--- src/rtl/csr_pkg.sv ---
// Shared definitions for the machine-mode trap/CSR block: CSR addresses,
// the CSR access opcode, exception/interrupt cause codes and the
// read-modify-write helper used by CSR instructions.
package csr_pkg;

  localparam logic [11:0] CSR_MSTATUS   = 12'h300;
  localparam logic [11:0] CSR_MIE       = 12'h304;
  localparam logic [11:0] CSR_MTVEC     = 12'h305;
  localparam logic [11:0] CSR_MSCRATCH  = 12'h340;
  localparam logic [11:0] CSR_MEPC      = 12'h341;
  localparam logic [11:0] CSR_MCAUSE    = 12'h342;
  localparam logic [11:0] CSR_MTVAL     = 12'h343;
  localparam logic [11:0] CSR_MIP       = 12'h344;
  localparam logic [11:0] CSR_MHARTID   = 12'hF14;
  localparam logic [11:0] CSR_MCYCLE    = 12'hB00;
  localparam logic [11:0] CSR_MCYCLEH   = 12'hB80;
  localparam logic [11:0] CSR_MINSTRET  = 12'hB02;
  localparam logic [11:0] CSR_MINSTRETH = 12'hB82;

  typedef enum logic [1:0] {
    CSR_OP_NONE  = 2'b00,
    CSR_OP_WRITE = 2'b01,
    CSR_OP_SET   = 2'b10,
    CSR_OP_CLEAR = 2'b11
  } csr_op_e;

  // Synchronous exception causes (mcause[31]=0)
  localparam logic [3:0] EXC_INSTR_MISALIGNED = 4'd0;
  localparam logic [3:0] EXC_ILLEGAL_INSTR    = 4'd2;
  localparam logic [3:0] EXC_BREAKPOINT       = 4'd3;
  localparam logic [3:0] EXC_ECALL_M          = 4'd11;

  // External interrupt line k reports cause IRQ_EXT_BASE + k (mcause[31]=1)
  localparam logic [4:0] IRQ_EXT_BASE = 5'd16;

  localparam int MSTATUS_MIE_BIT  = 3;
  localparam int MSTATUS_MPIE_BIT = 7;

  // New CSR value for a write/set/clear access before WARL masking
  function automatic logic [31:0] csr_apply(csr_op_e op, logic [31:0] old, logic [31:0] wdata);
    case (op)
      CSR_OP_WRITE: csr_apply = wdata;
      CSR_OP_SET:   csr_apply = old | wdata;
      CSR_OP_CLEAR: csr_apply = old & ~wdata;
      default:      csr_apply = old;
    endcase
  endfunction

endpackage

--- src/rtl/irq_sync.sv ---
// Two-flop synchroniser for level interrupt lines arriving asynchronously
// to clk. Output follows input exactly two rising edges later.
module irq_sync #(
  parameter int WIDTH = 1
) (
  input  logic             clk,
  input  logic             arst,
  input  logic [WIDTH-1:0] d,
  output logic [WIDTH-1:0] q
);

  logic [WIDTH-1:0] meta;

  // Two-stage capture; both stages clear on reset so no stale level survives
  always_ff @(posedge clk or posedge arst) begin
    if (arst) begin
      meta <= '0;
      q    <= '0;
    end else begin
      meta <= d;
      q    <= meta;
    end
  end

endmodule

--- src/rtl/trap_csr.sv ---
// Machine-mode trap unit and CSR file: exceptions, external interrupts,
// mret, CSR read/write/set/clear with WARL fields, same-cycle redirect.
// Optional 64-bit mcycle/minstret counters when PEARL_COUNTERS_EN is defined.
module trap_csr
  import csr_pkg::*;
#(
  parameter int          NUM_IRQ   = 4,
  parameter logic [31:0] MTVEC_RST = 32'h0000_0100,
  parameter logic [31:0] HARTID    = 32'd0
) (
  input  logic               clk,
  input  logic               arst,
  input  logic [NUM_IRQ-1:0] irq_i,
  input  logic               ex_valid_i,
  input  logic [31:0]        ex_pc_i,
  input  logic               trap_i,
  input  logic [3:0]         trap_cause_i,
  input  logic [31:0]        trap_tval_i,
  input  logic               mret_i,
  input  logic               retire_i,
  input  logic [11:0]        csr_addr_i,
  input  logic [1:0]         csr_op_i,
  input  logic [31:0]        csr_wdata_i,
  output logic [31:0]        csr_rdata_o,
  output logic               csr_illegal_o,
  output logic               redirect_o,
  output logic [31:0]        redirect_pc_o,
  output logic               irq_take_o
);

  logic [NUM_IRQ-1:0] mip, mie_q, pend;
  logic               mstatus_mie, mstatus_mpie;
  logic [31:0]        mtvec_q, mscratch_q, mepc_q, mcause_q, mtval_q;
  csr_op_e            op;
  logic               known, read_only, csr_we, irq_take;
  logic [31:0]        rdata, wval, tvec_base;
  logic [4:0]         irq_idx, irq_cause;

  irq_sync #(.WIDTH(NUM_IRQ)) u_irq_sync (
    .clk  (clk),
    .arst (arst),
    .d    (irq_i),
    .q    (mip)
  );

`ifdef PEARL_COUNTERS_EN
  logic [63:0] mcycle_q, minstret_q;
`else
  logic unused_retire;
  assign unused_retire = retire_i;
`endif

  assign op   = csr_op_e'(csr_op_i);
  assign pend = mip & mie_q;

  // Lowest pending-and-enabled line wins
  always_comb begin
    irq_idx = '0;
    for (int i = NUM_IRQ - 1; i >= 0; i--)
      if (pend[i]) irq_idx = 5'(i);
  end

  assign irq_cause = IRQ_EXT_BASE + irq_idx;
  assign irq_take  = mstatus_mie & (|pend) & ex_valid_i & ~trap_i & ~mret_i;
  assign tvec_base = {mtvec_q[31:2], 2'b00};

  // CSR read mux and address decode
  always_comb begin
    rdata     = '0;
    known     = 1'b1;
    read_only = 1'b0;
    case (csr_addr_i)
      CSR_MSTATUS: begin
        rdata[MSTATUS_MIE_BIT]  = mstatus_mie;
        rdata[MSTATUS_MPIE_BIT] = mstatus_mpie;
      end
      CSR_MIE:      rdata[16 +: NUM_IRQ] = mie_q;
      CSR_MTVEC:    rdata = mtvec_q;
      CSR_MSCRATCH: rdata = mscratch_q;
      CSR_MEPC:     rdata = mepc_q;
      CSR_MCAUSE:   rdata = mcause_q;
      CSR_MTVAL:    rdata = mtval_q;
      CSR_MIP: begin
        rdata[16 +: NUM_IRQ] = mip;
        read_only            = 1'b1;
      end
      CSR_MHARTID: begin
        rdata     = HARTID;
        read_only = 1'b1;
      end
`ifdef PEARL_COUNTERS_EN
      CSR_MCYCLE:    rdata = mcycle_q[31:0];
      CSR_MCYCLEH:   rdata = mcycle_q[63:32];
      CSR_MINSTRET:  rdata = minstret_q[31:0];
      CSR_MINSTRETH: rdata = minstret_q[63:32];
`endif
      default: known = 1'b0;
    endcase
  end

  assign csr_rdata_o   = rdata;
  assign csr_illegal_o = ~known | (read_only & (op != CSR_OP_NONE));
  assign wval          = csr_apply(op, rdata, csr_wdata_i);
  // Any trap-side event in the same cycle swallows the CSR write
  assign csr_we        = (op != CSR_OP_NONE) & ~csr_illegal_o & ~trap_i & ~mret_i & ~irq_take;
  assign irq_take_o    = irq_take;

  // Same-cycle redirect target
  always_comb begin
    redirect_o    = trap_i | mret_i | irq_take;
    redirect_pc_o = '0;
    if (trap_i)
      redirect_pc_o = tvec_base;
    else if (mret_i)
      redirect_pc_o = mepc_q;
    else if (irq_take)
      redirect_pc_o = mtvec_q[0] ? tvec_base + {25'd0, irq_cause, 2'b00} : tvec_base;
  end

  // Architectural trap state, in priority order trap > mret > irq > CSR write
  always_ff @(posedge clk or posedge arst) begin
    if (arst) begin
      mstatus_mie  <= 1'b0;
      mstatus_mpie <= 1'b0;
      mie_q        <= '0;
      mtvec_q      <= MTVEC_RST;
      mscratch_q   <= '0;
      mepc_q       <= '0;
      mcause_q     <= '0;
      mtval_q      <= '0;
    end else if (trap_i) begin
      mepc_q       <= ex_pc_i;
      mcause_q     <= {28'd0, trap_cause_i};
      mtval_q      <= trap_tval_i;
      mstatus_mpie <= mstatus_mie;
      mstatus_mie  <= 1'b0;
    end else if (mret_i) begin
      mstatus_mie  <= mstatus_mpie;
      mstatus_mpie <= 1'b1;
    end else if (irq_take) begin
      mepc_q       <= ex_pc_i;
      mcause_q     <= {1'b1, 26'd0, irq_cause};
      mtval_q      <= '0;
      mstatus_mpie <= mstatus_mie;
      mstatus_mie  <= 1'b0;
    end else if (csr_we) begin
      case (csr_addr_i)
        CSR_MSTATUS: begin
          mstatus_mie  <= wval[MSTATUS_MIE_BIT];
          mstatus_mpie <= wval[MSTATUS_MPIE_BIT];
        end
        CSR_MIE:      mie_q      <= wval[16 +: NUM_IRQ];
        CSR_MTVEC:    mtvec_q    <= wval & ~32'h2;
        CSR_MSCRATCH: mscratch_q <= wval;
        CSR_MEPC:     mepc_q     <= wval & ~32'h3;
        CSR_MCAUSE:   mcause_q   <= wval & 32'h8000_001F;
        CSR_MTVAL:    mtval_q    <= wval;
        default: ;
      endcase
    end
  end

`ifdef PEARL_COUNTERS_EN
  // Free-running counters; a write to either half holds the other half
  always_ff @(posedge clk or posedge arst) begin
    if (arst) begin
      mcycle_q   <= '0;
      minstret_q <= '0;
    end else begin
      if (csr_we && csr_addr_i == CSR_MCYCLE)
        mcycle_q[31:0] <= wval;
      else if (csr_we && csr_addr_i == CSR_MCYCLEH)
        mcycle_q[63:32] <= wval;
      else
        mcycle_q <= mcycle_q + 64'd1;

      if (csr_we && csr_addr_i == CSR_MINSTRET)
        minstret_q[31:0] <= wval;
      else if (csr_we && csr_addr_i == CSR_MINSTRETH)
        minstret_q[63:32] <= wval;
      else if (retire_i)
        minstret_q <= minstret_q + 64'd1;
    end
  end
`endif

endmodule

--- config.mk ---
export PLATFORM = sky130hd
export DESIGN_NAME = trap_csr
export DESIGN_NICKNAME = d
export VERILOG_FILES = /design/src/rtl/csr_pkg.sv /design/src/rtl/irq_sync.sv /design/src/rtl/trap_csr.sv
export SDC_FILE = /design/constraint.sdc
export NUM_CORES = 1
export LEC_CHECK = 0
export CAP_MARGIN = 20
export CORE_MARGIN = 8
export CORE_UTILIZATION = 45
export CTS_BUF_LIST = sky130_fd_sc_hd__clkbuf_8 sky130_fd_sc_hd__clkbuf_16
export DETAILED_ROUTE_END_ITERATION = 7
export PLACE_DENSITY = 0.71
export SLEW_MARGIN = 15
export SYNTH_ARGS = -nofsm -noshare
export SYNTH_HDL_FRONTEND = slang
export SYNTH_SLANG_ARGS = --single-unit
export TNS_END_PERCENT = 30
--- constraint.sdc ---
create_clock -name clk -period 13.28 [get_ports clk]
set_input_delay 2.656 -clock clk [delete_from_list [all_inputs] [get_ports clk]]
set_output_delay 2.656 -clock clk [all_outputs]
set_load 0.01 [all_outputs]
==> metrics.md <==
| Metric | Value |
|---|---|
| Run status | finished, final reports clean |
| Post-CTS Hold Fix Bufs | 0 |
| Final non-filler cell total | 1522 |
| Cells after DPL | 1489 |
| RSZ-0062 raised after global routing | no |
| Largest cells by area after synthesis | dfrtp_1 39%, o21ai_1 6.3%, nand2_1 6.0%, a22oi_1 5.3%, o21ai_0 3.9% |
| Net Count, Synth | 1220 |
| Max Cap Viol | 0 |
| Fin. max-slew vios | 0 |
| Area share of the largest cell type after synthesis | 39.5% |
| Synth-to-layout area growth | 29.5% |
| Worst Setup End Kind | primary output |
| Finished Core Util | 59.3% |
| IO Count | 191 |
| Gr ovfl total | 0 |
| Detailed Routing Iterations Pass 1 | 6 |
| Number of port buffers | 189 |
| CP max stage delay | 970 ps |
| Top sig layer | met4 |
| Top Family by Delay on Critical Path | buffers and inverters |
| Register bit total from synthesis | 147 |
| DIE WIDTH | 159 um |
| CTS Sinks | 147 |
| Worst hold endpoint | u_irq_sync.q[3] |
| Worst Skew | 7.10 ps |
| Die area | 25400 um2 |
| Hold crit path type | flop to flop |
| Initial DRC count | 955 |
| Asr flop ratio synth | 100% |
| Fin worst setup slack | 4800 ps |
| Post-synth top cells | 148 x nand2_1, 146 x dfrtp_1, 116 x o21ai_1, 72 x o21ai_0, 65 x a22oi_1 |
| Initial antenna violation count | 0 |
| Fin crit share | 63.9% |
| Routed WL | 35300 um |
| Vias in the first global route | 9563 |
| Crit path time final | 8480 ps |
| Via-per-instance ratio | 6.23 |
| Hold WS | 348 ps |
| Ant diodes | 0 |
| Place WS | 4760 ps |
| Routed wire per std cell | 23.2 um |
| Sequential-to-total area share from yosys stat | 39.7% |
| Die Y | 159 um |
| Final Wtd Congestion | 0.963 |
| CP bufs+invs | 2 |
| Critical path class | input port to primary output |
| CP Data Arrival Time | 5830 ps |
| Cells after synthesis | 1093 |
| Post-Syn Area | 9260 um2 |
| Total power draw | 1.20 mW |
| CP Cell Sequence | clkdlybuf4s50_1, nor4b_4, and2_1, nand3_1, o21ai_0, o21bai_1, clkdlybuf4s50_1 |
| Clock transition at path regs | 60 ps |
| CTS tree | built |
| Final Instance Area | 12000 um2 |
| Met2 routed WL | 16300 um |
| Area of the multi-input gates | 5200 um2 |
| H-tree Lvls | 4 |
| Slew Limit Headroom | 23.4% |
| Post-route setup TNS | 0 ps |
| Synth unique cells | 75 |
| VDD IR-drop max | 0.0742 mV |
| # DRC | 0 |
| Lkg Pwr | 4.71 nW |
| Post-cts sizing count | 0 |
| Worst R2R Start | u_irq_sync.q[0] |
| Area of the core | 20200 um2 |
| Antenna Nets Post-Route | 0 |
| Post-synth EDFFs | 0 |
| HP Start | u_irq_sync.meta[3] |
| Final setup viols | 0 |
| Final hold violation count | 0 |
| Slowest CP cell | clkdlybuf4s50_1 |
| Largest net degree at the start of global routing | 76 |
| TritonCTS buffer count | 17 |
| Post-DP HPWL | 23100 um |
| First-pass GRT wire length | 55500 um |
| Fillers | 1798 |
| Vias | 9481 |
| Measured slew at the worst slew-check pin | 1150 ps |
| Met1 wire length | 14700 um |
| Most frequent CP cell | clkdlybuf4s50_1 |
| Post-synth top area cell | dfrtp_1 |
| Startpoint type of the worst setup path | input port |
| Flop2flop setup slack | 10250 ps |
| Max FO, Critical Path | 17 |
| Pwr dens | 100 nW/um2 |
| Skew-Pair Late Insertion Delay | 430 ps |
| FF+latch area | 3680 um2 |
| Postcts setup bufs | 0 |
| Layout cells sized above 1 | 7.91% |
| Ys flop type | dfrtp_1 |
| Post-DP Area | 11300 um2 |
| Nets | 1367 |
| Std cell rows | 52 |
| Reg2Reg Depth | 6 |
| Metal3 WL | 3180 um |
| F_max | 118 MHz |
| Count leader, synth | nand2_1 |
| Clock tree root driver cell | clkbuf_16 |
| Worst hold path stage count | 0 |
| Max Buffers Root-to-Sink | 2 |
| Yosys warns | 0 |
| Syn avg cell area | 8.47 um2 |
| CP required | 10620 ps |
| GRT Total Usage | 27.5% |
| Worst r2r dst | mtval_q[26] |
| Starting Density | 45.8% |
report_power, final:
| part | switching, mW | total [mW] | internal (mW) | leakage, nW |
|---|---|---|---|---|
| sequential | 0.0174 | 0.488 | 0.471 | 1.88 |
| combinational | 0.103 | 0.191 | 0.0884 | 2.53 |
| clock | 0.199 | 0.523 | 0.324 | 0.307 |
| total | 0.319 | 1.20 | 0.884 | 4.71 |
cells by family after synthesis:
group / Yosys count / synth area share [%]
adders and majority gates: 3 / 0.486
xor gates and xnor gates: 30 / 2.84
muxes: 40 / 4.80
DFF: 147 / 39.7
AOI/OAI and AO/OA: 430 / 29.3
buffers and inverters: 104 / 4.47
and+or+nand+nor: 339 / 18.3
worst max-delay path by stage:
stage | start | endpoint | slack (ps) | depth (start not counted)
after floorplan | ex_valid_i | redirect_pc_o[22] | 6440 | 6
after global placement | csr_addr_i[8] | csr_rdata_o[26] | 4830 | 5
after detailed placement | csr_addr_i[8] | csr_rdata_o[16] | 4760 | 6
after CTS | csr_addr_i[8] | csr_rdata_o[26] | 4740 | 5
after global routing | csr_addr_i[6] | csr_rdata_o[19] | 4640 | 7
final | csr_addr_i[6] | csr_rdata_o[19] | 4800 | 7
per-layer routing:
metal / vias up / GRT usage (%)
li1: 4363 / -
met1: 4526 / 36.0
met2: 523 / 43.5
met3: 69 / 6.02
met4: 0 / 11.3
met5: - / 0
placed cells by master (no fill, tap or decap), types with 8 or more instances in the layout:
cell type and count:
clkbuf_16 17, dfrtp_1 146, xnor2_1 8, inv_1 17, a31oi_1 9, nand2_1 147, a22o_1 9, mux2_2 22
and2_1 28, nand3_1 24, buf_4 22, a32oi_1 8, nor2_1 55, mux2i_1 14, o21ai_0 72, o21ai_1 116
a21oi_1 35, clkdlybuf4s50_1 186, a21o_1 11, nand4_1 9, nor3_1 18, xor2_1 22, a211oi_1 24, o22ai_1 29
a22oi_1 65, and3_1 14
cell type report:
cell class                      instances  area share (%)
Multi-Input combinational cell        842            43.3
Sequential cell                       147            30.7
Timing Repair Buffer                  213            17.2
Clock buffer                           19            3.78
Tap cell                              270            2.82
Clock inverter                         12            1.49
Inverter                               19           0.637
sequential cells by signal (all words and copies together), names as in the netlist, 4 cells and up:
signal           flops
u_irq_sync.meta      4
mtvec_q             31
u_irq_sync.q         4
mtval_q             32
mie_q                4
mscratch_q          32
mepc_q              32
mcause_q             6
(Power assumes the default switching activity.)
